==> src/rtl/des_output_serializer_pkg.sv <==
// rtl/des_output_serializer_pkg.sv - shared DES constants and serializer state type
package des_output_serializer_pkg;

    localparam int DES_BLOCK_W     = 64;
    localparam int DES_BLOCK_BYTES = 8;

    typedef enum logic [1:0] {
        IDLE = 2'd0,
        SEND = 2'd1,
        DONE = 2'd2
    } ser_state_t;

endpackage

==> src/rtl/des_output_serializer_if.sv <==
// rtl/des_output_serializer_if.sv - DES controller result handshake and TX FIFO write port
interface des_output_serializer_if;
    import des_output_serializer_pkg::*;

    logic                   data_out;
    logic [DES_BLOCK_W-1:0] des_result;
    logic                   empty;
    logic                   fifo_full;
    logic                   fifo_wr;
    logic [7:0]             fifo_wdata;

    // master: the controller / FIFO side that feeds and drains the serializer
    modport master (
        output data_out, des_result, fifo_full,
        input  empty, fifo_wr, fifo_wdata
    );

    modport slave (
        input  data_out, des_result, fifo_full,
        output empty, fifo_wr, fifo_wdata
    );

endinterface

==> src/rtl/flex_counter.sv <==
// rtl/flex_counter.sv - enable-gated counter wrapping to zero after rollover_val counts
module flex_counter #(
    parameter int NUM_CNT_BITS = 4
) (
    input  logic                    clk,
    input  logic                    rst,
    input  logic                    clear,
    input  logic                    count_enable,
    input  logic [NUM_CNT_BITS-1:0] rollover_val,
    output logic [NUM_CNT_BITS-1:0] count_out,
    output logic                    rollover_flag
);

    // Flag marks the count that completes the run, so the owner can act on the same edge.
    assign rollover_flag = count_enable &&
                           (count_out == rollover_val - NUM_CNT_BITS'(1));

    always_ff @(posedge clk or posedge rst) begin
        if (rst) begin
            count_out <= '0;
        end else if (clear) begin
            count_out <= '0;
        end else if (rollover_flag) begin
            count_out <= '0;
        end else if (count_enable) begin
            count_out <= count_out + NUM_CNT_BITS'(1);
        end
    end

endmodule

==> src/rtl/des_output_serializer.sv <==
// rtl/des_output_serializer.sv - serializes a captured DES result block MSB-first into the TX FIFO
module des_output_serializer
    import des_output_serializer_pkg::*;
#(
    parameter int BLOCK_BYTES = DES_BLOCK_BYTES,
    parameter int CNT_W       = 16
) (
    input  logic                   clk,
    input  logic                   rst,
    des_output_serializer_if.slave bus,
    output logic                   busy,
    output logic [CNT_W-1:0]       blocks_sent
);

    localparam int              BC_W     = 4;
    localparam logic [BC_W-1:0] ROLLOVER = BC_W'(BLOCK_BYTES);

    ser_state_t             state;
    ser_state_t             next_state;
    logic [DES_BLOCK_W-1:0] shift_reg;
    logic                   capture;
    logic                   fifo_wr;
    logic                   last_byte;
    logic [BC_W-1:0]        byte_count_unused;

    assign fifo_wr         = (state == SEND) && !bus.fifo_full;
    assign bus.fifo_wr     = fifo_wr;
    assign bus.fifo_wdata  = (state == SEND) ? shift_reg[DES_BLOCK_W-1 -: 8] : 8'h00;

    always_ff @(posedge clk or posedge rst) begin
        if (rst) begin
            state <= IDLE;
        end else begin
            state <= next_state;
        end
    end

    // empty stays low in the offer cycle so the controller cannot mistake it for consumption.
    always_comb begin
        next_state = state;
        capture    = 1'b0;
        busy       = 1'b0;
        bus.empty  = 1'b0;
        case (state)
            IDLE: begin
                bus.empty = !bus.data_out;
                if (bus.data_out) begin
                    capture    = 1'b1;
                    next_state = SEND;
                end
            end
            SEND: begin
                busy = 1'b1;
                if (last_byte) begin
                    next_state = DONE;
                end
            end
            DONE: begin
                bus.empty = 1'b1;
                if (!bus.data_out) begin
                    next_state = IDLE;
                end
            end
            default: next_state = IDLE;
        endcase
    end

    always_ff @(posedge clk or posedge rst) begin
        if (rst) begin
            shift_reg <= '0;
        end else if (capture) begin
            shift_reg <= bus.des_result;
        end else if (fifo_wr) begin
            shift_reg <= {shift_reg[DES_BLOCK_W-9:0], 8'h00};
        end
    end

    always_ff @(posedge clk or posedge rst) begin
        if (rst) begin
            blocks_sent <= '0;
        end else if (fifo_wr && last_byte) begin
            blocks_sent <= blocks_sent + CNT_W'(1);
        end
    end

    flex_counter #(
        .NUM_CNT_BITS(BC_W)
    ) u_byte_cnt (
        .clk          (clk),
        .rst          (rst),
        .clear        (capture),
        .count_enable (fifo_wr),
        .rollover_val (ROLLOVER),
        .count_out    (byte_count_unused),
        .rollover_flag(last_byte)
    );

endmodule
==> src/flat_wrapper.sv <==
// flat-port wrapper written by rule: the top's interface ports become plain ports
module des_output_serializer_flat import des_output_serializer_pkg::*;
#(
    parameter int BLOCK_BYTES = DES_BLOCK_BYTES,
    parameter int CNT_W       = 16
)
  (clk, rst, busy, blocks_sent, bus_data_out, bus_des_result, bus_fifo_full, bus_empty, bus_fifo_wr, bus_fifo_wdata);
  des_output_serializer_if bus_i ();
  input  logic clk;
  input  logic rst;
  output logic busy;
  output logic [CNT_W-1:0] blocks_sent;
  input wire logic [$bits(bus_i.data_out)-1:0] bus_data_out;
  input wire logic [$bits(bus_i.des_result)-1:0] bus_des_result;
  input wire logic [$bits(bus_i.fifo_full)-1:0] bus_fifo_full;
  output wire logic [$bits(bus_i.empty)-1:0] bus_empty;
  output wire logic [$bits(bus_i.fifo_wr)-1:0] bus_fifo_wr;
  output wire logic [$bits(bus_i.fifo_wdata)-1:0] bus_fifo_wdata;
  assign bus_i.data_out = bus_data_out;
  assign bus_i.des_result = bus_des_result;
  assign bus_i.fifo_full = bus_fifo_full;
  assign bus_empty = bus_i.empty;
  assign bus_fifo_wr = bus_i.fifo_wr;
  assign bus_fifo_wdata = bus_i.fifo_wdata;
  des_output_serializer #(.BLOCK_BYTES(BLOCK_BYTES), .CNT_W(CNT_W)) u_core (.clk(clk), .rst(rst), .bus(bus_i), .busy(busy), .blocks_sent(blocks_sent));
endmodule
==> config.mk <==
export PLATFORM = sky130hd
export DESIGN_NAME = des_output_serializer_flat
export DESIGN_NICKNAME = d
export VERILOG_FILES = /design/src/rtl/des_output_serializer_pkg.sv /design/src/rtl/des_output_serializer_if.sv /design/src/rtl/flex_counter.sv /design/src/rtl/des_output_serializer.sv /design/src/flat_wrapper.sv
export SDC_FILE = /design/constraint.sdc
export NUM_CORES = 1
export LEC_CHECK = 0
export ABC_AREA = 1
export BUFFER_PORTS_ARGS = -buffer_cell sky130_fd_sc_hd__buf_2
export CORE_MARGIN = 3
export CORE_UTILIZATION = 59
export DETAILED_ROUTE_END_ITERATION = 10
export GPL_ROUTABILITY_DRIVEN = 0
export PLACE_DENSITY = 0.9
export SYNTH_ARGS = -nofsm -noshare
export SYNTH_HDL_FRONTEND = slang
export SYNTH_HIERARCHICAL = 1
export SYNTH_SLANG_ARGS = --single-unit
==> constraint.sdc <==
create_clock -name clk -period 3.7 [get_ports clk]
set_clock_uncertainty 0.1 [all_clocks]
set_input_delay 0.37 -clock clk [delete_from_list [all_inputs] [get_ports clk]]
set_output_delay 0.37 -clock clk [all_outputs]
set_load 0.01 [all_outputs]
==> impl_results.md <==
- Max_slew headroom: 31.6%
- CTS clk-pin slew, worst paths: 0.08 ns
- Cell mode on critical path: nand2_1
- Core Area: roughly 0.007 mm²
- CTS sink cnt: 86
- Routed Antenna Nets: 0
- Post-layout minimum cycle time: approximately 2.3 ns
- Via count: approximately 3.9k
- Comb power frac: a little under two fifths
- Switch Pwr: between 1 and 1.5 mW
- Net Sw Frac: a little under two fifths
- Synth Register Bits: 86
- Clock network power share: 19.2%
- Reg2reg end: u_core/blocks_sent[14]$_DFFE_PP0P_
- Full die area: 0.00833 mm²
- Pwr Total: about 3.2 mW
- Mean Syn Cell Area: 7.99 µm²
- Cells after Synth: between 500 and 600
- R2R cell count: 14
- Achievable Freq: around 430 MHz
- Int Pwr: about 2 mW
- Worst hold endpoint: u_core/shift_reg[6]$_DFFE_PP0P_
- CTS Buf Count: 9
- Largest net degree at the start of global routing: 65
- Synth area leader: dfrtp_1
- Die height: roughly 91 µm
- Outcome: complete, no violations
- Fin crit share: ~63%
- Non-Filler Instances: 730
- Final design utilization: ~72%
- Sequential Power Share: between 40 and 50%
- Clk Latency, worst-skew pair: between 0.3 and 0.4 ns
- # nets final: between 700 and 800
- CTS H-tree lvls: 3
- CP Data Arrival Time: 2.49 ns
- DR pass1 iterations: 4
- Post-DR wirelength/cell: approximately 13 µm
- Number of flops mapped to enable cells by yosys: 0
- Post-CTS setup buffers: 0
- Final Cell Area: between 0.005 and 0.006 mm²
- Port Buf Inserts: 94
- Antenna violations before repair: 0
- Seq/Total Area, Yosys: roughly 50%
- GR Util All Layers: ~24%
- R2R Setup Slk: roughly 1.4 ns
- CP top delay family: simple AND/OR/NAND/NOR gates
- Largest buffer count on any clock path: 2
- Drt drc: 0
- Yosys warns: 6
- Starting density of the core: about 62%
- Detailed Route Iter0 Violations: 250
- Final setup fails: 0
- Dpl ws: between 1 and 1.5 ns
- Reg2reg start: u_core/state[1]$_DFFE_PP0P_
- Root Driver: clkbuf_8
- Dpl hpwl: about 6700 µm
- Synth unique cells: 25
- Total congestion overflow: 0
- Placed inst area: 0.00481 mm²
- Hold path start: bus_des_result[6]
- Die width: approximately 90 µm
- CP bufs+invs: 2
- Synth top area share: roughly half
- Max cap viols: 0
- Vias in the first global route: 3710
- Area grow syn2layout: 16.6%
- IO Pins: 95
- VDD IR-drop max: around 0.00034 V
- Crit Path Category: reg2reg
- Post-synth top cells: o21ai_0 (115), inv_1 (93), dfrtp_1 (86)
- Largest cells by area after synthesis: dfrtp_1 (50%), o21ai_0 (13%), inv_1 (8.1%)
- Placed insts: between 700 and 800
- HP Class: in2reg
- Pwr/cell area: between 600 and 700 mW/mm²
- Worst slew pin tran: around 1.0 ns
- Leakage Power: between 2 and 3 nW
- CTS tree: yes
- Main synth FF type: dfrtp_1
- Critical Path, Cell by Cell: nor2_4 -> nand2_2 -> inv_1 -> nand2_1 -> nor2_1 -> nand2_1 -> nor2_4 -> nand2_2 -> inv_1 -> nand3_2 -> nor2_2 -> nand3_1 -> nand2_1 -> nand2_1
- Critical path peak fanout: 12
- First-pass GRT wire length: about 17000 µm
- Critical path depth in cells: 14
- N_diodes: 0
- Top-count cell post-synth: o21ai_0
- DRT Wirelength: 9740 µm
- Setup WS post-layout: between 1 and 1.5 ns
- Share of cells above drive strength 1: about a fifth
- Post-Syn Area: approximately 0.0043 mm²
- Slowest-stage cell, CP: dfrtp_1
- Final Hold Fails: 0
- Critical Path Max Stage Delay: ~0.43 ns
- Hold Path Depth: 3
- Critical path data required time: 3.85 ns
- # rows: 30
- Worst setup SP type: register
- Setup_tns: 0 ns
- Hold Slack: between 0.1 and 0.15 ns
- Synth async-reset ratio: 100%
- Max reg flops: 64
- Crit end category: register
- Cts repair resizes: 0
- Vias per inst: 5.29
- RSZ-0062 raised after global routing: false
- Pins Over Slew Limit: 0
-- worst max-delay path by stage --
stage / from / slack, ns / end
floorplan: rst / 1.12 / u_core/blocks_sent[0]$_DFFE_PP0P_
global placement: u_core/state[1]$_DFFE_PP0P_ / 1.49 / u_core/blocks_sent[14]$_DFFE_PP0P_
detailed placement: u_core/state[1]$_DFFE_PP0P_ / 1.41 / u_core/blocks_sent[14]$_DFFE_PP0P_
CTS: u_core/state[1]$_DFFE_PP0P_ / 1.38 / u_core/blocks_sent[14]$_DFFE_PP0P_
global route: u_core/state[1]$_DFFE_PP0P_ / 1.15 / u_core/blocks_sent[14]$_DFFE_PP0P_
finish: u_core/state[1]$_DFFE_PP0P_ / 1.36 / u_core/blocks_sent[14]$_DFFE_PP0P_
-- area by class of cell --
type                            count  area (µm²)
Clock buffer                       12         165
Clock inverter                      3        18.8
Fill cell                         545        1900
Inverter                           97         365
Multi-Input combinational cell    336        1660
Sequential cell                    86        2150
Tap cell                           96         120
Timing Repair Buffer              100         518
-- power groups by stage --
stage,Combinational [mW],Sequential [mW],Clock [mW]
after CTS,1.18,1.42,0.632
after global routing,1.38,1.46,0.669
after detailed placement,1.16,1.44,0
final,1.18,1.42,0.618
after floorplan,0.896,1.41,0
after global placement,1.12,1.43,0
-- worst min-delay path, cell delays in order --
cell and delay (ns):
buf_2 0.07, nand2_1 0.04, o21ai_0 0.06
-- cell usage in the layout, fill, tap and decap left out, types with 9 or more instances in the layout --
| cell type | count |
|---|---|
| o21ai_0 | 115 |
| clkbuf_8 | 12 |
| nand3_1 | 19 |
| inv_1 | 92 |
| buf_2 | 94 |
| nand2_1 | 73 |
| o21ai_1 | 62 |
| dfrtp_1 | 86 |
| nor2_1 | 24 |
| conb_1 | 9 |
-- kinds of logic (layout without fill, tap and decap cells) --
family	Yosys count	in the layout	share of synthesized area, %
buf+inv	122	212	11.7
other cells	2	9	0.175
simple gates	135	135	14.1
xor+xnor	11	11	2.25
compound gates	178	178	20.8
fa+ha+maj	3	3	0.875
flops	86	86	50.2
-- repair_timing --
item,4_1_cts,5_1_grt
endpoints found under the hold margin,4,0
hold buffers,1,0
setup endpoints to repair,0,0
-- layer usage --
metal,vias to the layer above,part of all wire (%),GRT usage (%)
met2,134,50,38.7
li1,1899,-,-
met4,0,1.7,9.80
met1,1815,42,33.3
met5,-,0,0
met3,17,6.2,3.98
Power figures use the tool's default switching activity.
